--- src/rtl/change_dispenser.sv ---
// Coin payout engine: pays a requested amount greedily from the 50c/20c/10c tubes,
// one eject pulse at a time, and reports any shortfall.
`timescale 1ns/1ps
module change_dispenser #(
    parameter int AMT_W    = 8,
    parameter int CNT_W    = 8,
    parameter int INIT_N10 = 4,
    parameter int INIT_N20 = 4,
    parameter int INIT_N50 = 4,
    parameter int EJECT_GAP = 2
) (
    input  logic             clk,
    input  logic             reset,
    input  logic             req_valid,
    output logic             req_ready,
    input  logic [AMT_W-1:0] req_amount,
    input  logic             refill,
    input  logic [CNT_W-1:0] refill_n10,
    input  logic [CNT_W-1:0] refill_n20,
    input  logic [CNT_W-1:0] refill_n50,
    output logic             coin_eject,
    output logic [1:0]       coin_code,
    output logic             done,
    output logic             short,
    output logic [AMT_W-1:0] remaining,
    output logic [CNT_W-1:0] n10,
    output logic [CNT_W-1:0] n20,
    output logic [CNT_W-1:0] n50
);
    typedef enum logic [2:0] {S_IDLE, S_SELECT, S_EJECT, S_GAP, S_DONE} state_t;

    localparam int GW = (EJECT_GAP > 1) ? $clog2(EJECT_GAP) : 1;
    localparam logic [1:0]       C10 = 2'b00;
    localparam logic [1:0]       C20 = 2'b01;
    localparam logic [1:0]       C50 = 2'b10;
    localparam logic [AMT_W-1:0] V1  = AMT_W'(1);
    localparam logic [AMT_W-1:0] V2  = AMT_W'(2);
    localparam logic [AMT_W-1:0] V5  = AMT_W'(5);
    localparam logic [AMT_W-1:0] V0  = '0;
    localparam logic [CNT_W-1:0] C_ONE  = CNT_W'(1);
    localparam logic [CNT_W-1:0] C_ZERO = '0;

    state_t           r_state;
    logic [AMT_W-1:0] r_balance;
    logic [GW-1:0]    r_gap;
    logic [1:0]       r_code;
    logic             r_eject;
    logic             r_done;
    logic             r_short;
    logic [AMT_W-1:0] r_rem;
    logic [CNT_W-1:0] r_n10, r_n20, r_n50;

    logic             w_sel_any;
    logic [1:0]       w_sel_code;
    logic [AMT_W-1:0] w_code_val;

    // Greedy pick; a tube is only eligible when non-empty, so counts never underflow.
    always_comb begin
        w_sel_any  = 1'b1;
        w_sel_code = C10;
        if (r_balance >= V5 && r_n50 != C_ZERO)
            w_sel_code = C50;
        else if (r_balance >= V2 && r_n20 != C_ZERO)
            w_sel_code = C20;
        else if (r_balance >= V1 && r_n10 != C_ZERO)
            w_sel_code = C10;
        else
            w_sel_any = 1'b0;
    end

    always_comb begin
        case (r_code)
            C50:     w_code_val = V5;
            C20:     w_code_val = V2;
            default: w_code_val = V1;
        endcase
    end

    always_ff @(posedge clk or posedge reset) begin
        if (reset) begin
            r_state   <= S_IDLE;
            r_balance <= '0;
            r_gap     <= '0;
            r_code    <= C10;
            r_eject   <= 1'b0;
            r_done    <= 1'b0;
            r_short   <= 1'b0;
            r_rem     <= '0;
            r_n10     <= CNT_W'(INIT_N10);
            r_n20     <= CNT_W'(INIT_N20);
            r_n50     <= CNT_W'(INIT_N50);
        end else begin
            r_eject <= 1'b0;
            r_done  <= 1'b0;
            case (r_state)
                S_IDLE: begin
                    if (refill) begin
                        r_n10 <= refill_n10;
                        r_n20 <= refill_n20;
                        r_n50 <= refill_n50;
                    end else if (req_valid) begin
                        r_balance <= req_amount;
                        r_short   <= 1'b0;
                        r_rem     <= '0;
                        if (req_amount == V0) begin
                            r_done  <= 1'b1;
                            r_state <= S_DONE;
                        end else begin
                            r_state <= S_SELECT;
                        end
                    end
                end
                S_SELECT: begin
                    if (w_sel_any) begin
                        r_code  <= w_sel_code;
                        r_eject <= 1'b1;
                        r_state <= S_EJECT;
                    end else begin
                        r_done  <= 1'b1;
                        r_rem   <= r_balance;
                        r_short <= (r_balance != V0);
                        r_state <= S_DONE;
                    end
                end
                S_EJECT: begin
                    case (r_code)
                        C50:     r_n50 <= r_n50 - C_ONE;
                        C20:     r_n20 <= r_n20 - C_ONE;
                        default: r_n10 <= r_n10 - C_ONE;
                    endcase
                    r_balance <= r_balance - w_code_val;
                    r_gap     <= GW'(EJECT_GAP - 1);
                    r_state   <= S_GAP;
                end
                S_GAP: begin
                    if (r_gap != '0) begin
                        r_gap <= r_gap - GW'(1);
                    end else if (r_balance != V0) begin
                        r_state <= S_SELECT;
                    end else begin
                        r_done  <= 1'b1;
                        r_rem   <= V0;
                        r_short <= 1'b0;
                        r_state <= S_DONE;
                    end
                end
                S_DONE:  r_state <= S_IDLE;
                default: r_state <= S_IDLE;
            endcase
        end
    end

    assign req_ready  = (r_state == S_IDLE) && !refill;
    assign coin_eject = r_eject;
    assign coin_code  = r_code;
    assign done       = r_done;
    assign short      = r_short;
    assign remaining  = r_rem;
    assign n10        = r_n10;
    assign n20        = r_n20;
    assign n50        = r_n50;
endmodule
--- config.mk ---
export PLATFORM = sky130hd
export DESIGN_NAME = change_dispenser
export DESIGN_NICKNAME = d
export VERILOG_FILES = /design/src/rtl/change_dispenser.sv
export SDC_FILE = /design/constraint.sdc
export NUM_CORES = 1
export LEC_CHECK = 0
export CELL_PAD_IN_SITES_DETAIL_PLACEMENT = 1
export CELL_PAD_IN_SITES_GLOBAL_PLACEMENT = 2
export CORE_ASPECT_RATIO = 1.1
export CORE_MARGIN = 1
export CORE_UTILIZATION = 37
export DETAILED_ROUTE_END_ITERATION = 8
export DONT_BUFFER_PORTS = 1
export GPL_ROUTABILITY_DRIVEN = 1
export PLACE_DENSITY = 0.77
export SYNTH_ARGS = -nofsm -noshare
export SYNTH_HDL_FRONTEND = slang
export SYNTH_SLANG_ARGS = --single-unit
--- constraint.sdc ---
create_clock -name clk -period 3.3 [get_ports clk]
set_input_delay 0.495 -clock clk [delete_from_list [all_inputs] [get_ports clk]]
set_output_delay 0.495 -clock clk [all_outputs]
set_load 0.1 [all_outputs]
* Yosys cells after proc, flatten, opt, wreduce, memory -nomap -nowiden
Index checks and enable logic that the tools add are counted.
** Operators by class
- Add/sub/neg operators :: 5
- $lt $le $gt $ge :: 3
- Eq/ne operators :: 14
- Muxes and demuxes :: 48
- Reductions and logical operators :: 22
** Operators by type and width (number)
- $mux 8 :: 13
- $pmux 8 s2 :: 4
- $reduce_bool 8->1 :: 4
- $pmux 8 s3 :: 1
- $sub 8x1->8 const B :: 3
- $mux 1 :: 18
- $mux 3 :: 6
- $ne 2x2->1 const B :: 8
- $reduce_and 3->1 :: 5
- $pmux 3 s4 :: 1
- $ge 8x1->1 const B :: 1
- $ge 8x2->1 const B :: 1
- $ge 8x3->1 const B :: 1
- $logic_not 8->1 :: 1
- $sub 8x8->8 :: 1
- $eq 3x2->1 const B :: 2
- $pmux 1 s3 :: 2
- $pmux 3 s2 :: 1
- $reduce_and 6->1 :: 1
- $logic_and 1x1->1 :: 4
- $reduce_bool 2->1 :: 2
- $eq 3x1->1 const B :: 1
- $logic_not 3->1 :: 1
- $reduce_bool 3->1 :: 1
- other kinds (9) :: 9
** Storage, ports and cells
- Bits in registers :: 49
- Input port bits :: 36
- Output and inout bits :: 38
- Word-level logic and storage cells :: 103

* Longest topological paths before layout
- Word-level depth :: 7
- Depth in mapped cells :: 10
- Depth with buffers taken out :: 10

* Worst setup path before layout
No wires, ideal clock.
- Kind :: register -> output
- Start point :: register r_state[1]
- End point :: output port req_ready
- Data arrival time :: 3486 ps
- Required time :: 2805 ps
- Slack :: -681 ps
- Cell stages (with the launch flop) :: 3
- Path buffers :: 1
- Path through :: dfrtp_1 > buf_2 > nor4_1
** On the way
- Word-level cells in the longest chain between the ends :: 2
** Ends and longest elaborated chain
- from (decl) :: line 43 : state_t r_state;
- from (signal assigned) :: line 81 : r_state <= S_IDLE;
- from (signal assigned) :: line 107 : r_state <= S_DONE;
- from (signal assigned) :: line 109 : r_state <= S_SELECT;
- $logic_not 3->1 :: line 153 : assign req_ready = (r_state == S_IDLE) && !refill;
- $logic_and 1x1->1 :: line 153
- to (decl) :: line 15 : output logic req_ready,
No other way between the ends.

* Worst setup path in the final report
- Start point :: register r_n20[2], in the netlist n20[2]
- End point :: register r_code[0], in the netlist coin_code[0]
** On the way
- Word-level cells in the longest chain between the ends :: 5
- Elaborated cells on any way between the ends :: 7
- Those cells by class :: 4 x mux; 3 x reduce/logical
** Ends and longest elaborated chain
- from (decl) :: line 51 : logic [CNT_W-1:0] r_n10, r_n20, r_n50;
- from (signal assigned) :: line 90 : r_n20 <= CNT_W'(INIT_N20);
- from (signal assigned) :: line 99 : r_n20 <= refill_n20;
- from (signal assigned) :: line 128 : C20: r_n20 <= r_n20 - C_ONE;
- $reduce_bool 8->1 (*) :: line 63 : else if (r_balance >= V2 && r_n20 != C_ZERO)
- $logic_and 1x1->1 (*) :: line 63
- $mux 1 :: line 63
- $mux 1 :: line 61 : if (r_balance >= V5 && r_n50 != C_ZERO)
- $reduce_and 2->1 (no source line)
- to (signal assigned) :: line 115 : r_code <= w_sel_code;
- to (decl) :: line 46 : logic [1:0] r_code;
Mark *: on every way between the ends. The rest lies on a longest branch, timed or not.
A chain may end at the register's enable or synchronous reset.

==> key figures <==
Status
  • Outcome: finished, final reports clean

Global routing
  • Pin count of the biggest net entering global routing: 50
  • Initial antenna violation count: 0
  • Tot GR Track Use: 20.3%
  • First-pass GRT wire length: 12.8 mm
  • Vias in the first global route: 2537
  • GRT overflow: 0

Setup path
  • CP endpoint kind: register
  • Worst flop-to-flop path endpoint: coin_code[0]$_DFFE_PP0P_
  • Worst R2R Path Depth: 5
  • CP Data Required Time: 3.49 ns
  • Reg2reg setup slack: 0.69 ns
  • CP startpoint kind: register
  • Origin of the worst setup path: n20[2]$_DFFE_PP1P_
  • CP arrival: 2.80 ns
  • CP Max Fanout: 6
  • Crit path to: coin_code[0]$_DFFE_PP0P_
  • Setup CP Type: register to register
  • Crit Reg-Reg Startpoint: n20[2]$_DFFE_PP1P_

Detailed routing
  • DR vias/cell: 5.67
  • Drt initial violations: 109
  • WL per Instance: 17.2 um
  • DR pass1 iterations: 4
  • Final wirelength: 7.71 mm
  • Via Count: 2535
  • DR DRC count: 0
  • ANT nets after route: 0

Placement
  • Final GP Congestion: 0.755
  • Worst slack, placed: 0.696 ns
  • Number of port buffers: 0
  • DP Cell Count: 439
  • Post-DP HPWL: 5.74 mm

Clock network
  • Clk sinks: 49
  • Clock slew at reported path FFs: 0.09 ns
  • H-Tree Depth: 2
  • CTS resizes: 0
  • CTS Hold Bufs: 0
  • Worst skew pair latency: 0.30 ns
  • Clock root buffer: clkbuf_8
  • CTS tree: yes
  • CTS Buf Count: 5
  • Total setup buffers inserted after CTS: 0
  • Clock Path Buffers: 2

STA
  • Slew margin rel.: 29.9%
  • Final worst path period need: 2.61 ns
  • Unrepaired setup endpoints after global routing: false
  • Slew at the pin closest to its max-slew limit: 1.05 ns
  • Setup violators final: 0
  • Post-route setup slack: 0.686 ns
  • Setup TNS Final: 0 ns
  • Final Cycle Share: 79.2%
  • Fmax achieved: 0.383 GHz
  • Max Slew Vio Count: 0
  • Clock Skew: 0.00916 ns
  • Hold Violations, Final: 0

Synthesis
  • Synth top area share: 40.4%
  • Post-synth EDFFs: 0
  • Ys async rst share: 100%
  • Syn_nets: 369
  • Post-synth top flop: dfrtp_1
  • Yosys cell types: 47
  • Yosys top cell by area: dfrtp_1
  • Syn. warnings: 0
  • Avg Inst Size Synth: 8.84 sq um
  • Netlist Area Pre-Place: 2850 sq um
  • #FFs+latches synth: 49
  • Largest cells by area after synthesis: dfrtp_1 40%, o21ai_0 6.3%, a21oi_1 6.0%
  • Cell count after synthesis: 322
  • Register area share after synthesis: 43.2%

Final layout
  • Ant. Diodes: 0
  • Non-Filler Instances: 447
  • Share of cells above drive strength 1: 13.7%
  • Fillers: 893
  • Area delta synth->final: 13.4%
  • Final layout net count: 388

Die
  • Row cnt: 33
  • Horiz. Die Dim: 85.6 um
  • Full die area: 8050 sq um
  • Initial Utilization: 38.1%
  • Core ar.: 7470 sq um
  • Total I/O pin count: 74
  • Die height: 94.0 um

Worst hold path
  • Hold crit path type: primary input to asynchronous set/reset pin

Job
  • Max Cap Viol: 0
-- sequential cells by signal, summed over array words and instances, names as in the netlist --
register and flops:
done 1, n50 8, remaining 8, n10 8, short 1, r_gap 1
n20 8, coin_eject 1, coin_code 2, r_state 3, r_balance 8
-- layout by cell type, fill, tap and decap left out, types with 3 or more instances in the layout --
| cell type | synthesis | layout |
|---|---|---|
| and2_1 | 3 | 3 |
| dfrtp_1 | 46 | 46 |
| nand4_1 | 3 | 3 |
| or3_1 | 4 | 4 |
| nand2_1 | 26 | 26 |
| a31oi_1 | 3 | 3 |
| a21oi_1 | 34 | 34 |
| a211oi_1 | 4 | 4 |
| dfstp_2 | 3 | 3 |
| a22o_1 | 13 | 13 |
| nand2b_1 | 6 | 5 |
| a21o_1 | 3 | 3 |
| nor2b_1 | 6 | 6 |
| nor3b_1 | 3 | 3 |
| nor3_1 | 14 | 14 |
| o22ai_1 | 3 | 3 |
| nor4_1 | 5 | 4 |
| o21ai_0 | 36 | 36 |
| clkbuf_8 | 0 | 6 |
| ha_1 | 10 | 10 |
| nand3_1 | 9 | 9 |
| buf_4 | 0 | 28 |
| a22oi_1 | 6 | 6 |
| nor2_1 | 20 | 19 |
| inv_1 | 18 | 17 |
-- cells in the mapped netlist, drive strengths merged, types with 2 or more instances --
| master | count |
|---|---|
| a22oi | 6 |
| nand2 | 26 |
| clkbuf | 13 |
| nand3 | 9 |
| nor4 | 5 |
| dfrtp | 46 |
| a21o | 3 |
| nor3 | 14 |
| nand2b | 6 |
| o21a | 2 |
| nand4 | 3 |
| nor4b | 2 |
| dfstp | 3 |
| a31oi | 3 |
| o22ai | 3 |
| o32ai | 2 |
| and2 | 3 |
| a22o | 13 |
| a2bb2oi | 2 |
| o311ai | 2 |
| a211oi | 4 |
| ha | 10 |
| or3 | 4 |
| nor3b | 3 |
| inv | 18 |
| o21ai | 38 |
| a21oi | 34 |
| buf | 3 |
| or4 | 3 |
| nor2 | 20 |
| nor2b | 6 |
-- critical path: stages (launching register included) --
cell      delay [ns]
dfstp_2         0.56
or4b_4          0.62
or4_4           0.46
a221oi_4        0.32
or2b_2          0.21
mux2_2          0.33
-- layer usage --
| layer | part of all wire [%] | GRT usage, % | up-vias |
|---|---|---|---|
| met3 | 4.2 | 4.92 | 5 |
| li1 | - | - | 1219 |
| met5 | 0 | 0 | - |
| met4 | 0.75 | 4.17 | 0 |
| met2 | 47 | 32.9 | 52 |
| met1 | 48 | 27.6 | 1259 |
-- kinds of logic (layout without fill, tap and decap cells) --
logic type | after synthesis | after routing | share of synthesized area (%)
compound gates | 119 | 119 | 26.7
fa+ha+maj | 11 | 11 | 5.10
buf+inv | 34 | 54 | 4.83
flops | 49 | 49 | 43.2
mux | 2 | 2 | 0.747
simple gates | 107 | 107 | 19.5
-- layout make-up --
type,count,area [sq um],share of cell area (%)
multi-input combinational,239,1500,46.5
inverter,18,67.6,2.09
timing repair buffer,28,210,6.51
clock buffer,8,90.1,2.79
sequential,49,1230,38.1
tap,105,131,4.07
-- how the worst min path moves through the flow --
stage	depth (start not counted)	to	slack (ns)
finish	1	remaining[4]$_DFFE_PP0P_	0.32
global route	2	n10[0]$_DFFE_PP0P_	0.32
CTS	2	n10[0]$_DFFE_PP0P_	0.32
detailed placement	2	r_gap$_DFFE_PP0P_	0.50
global placement	2	r_gap$_DFFE_PP0P_	0.49
floorplan	2	r_gap$_DFFE_PP0P_	0.47
-- metrics by stage --
step | util (%) | hold WS [ns] | area, sq um
5_1_grt | 43.2 | 0.325 | 3230
4_1_cts | 43.2 | 0.317 | 3230
6_report | 43.2 | 0.322 | 3230
3_3_place_gp | 42.0 | 0.493 | 3140
3_5_place_dp | 42.0 | 0.499 | 3140
2_1_floorplan | - | 0.469 | 2850
Power is not shown: default switching activity piles up to over one toggle a cycle in this logic, so the estimate is an artifact.
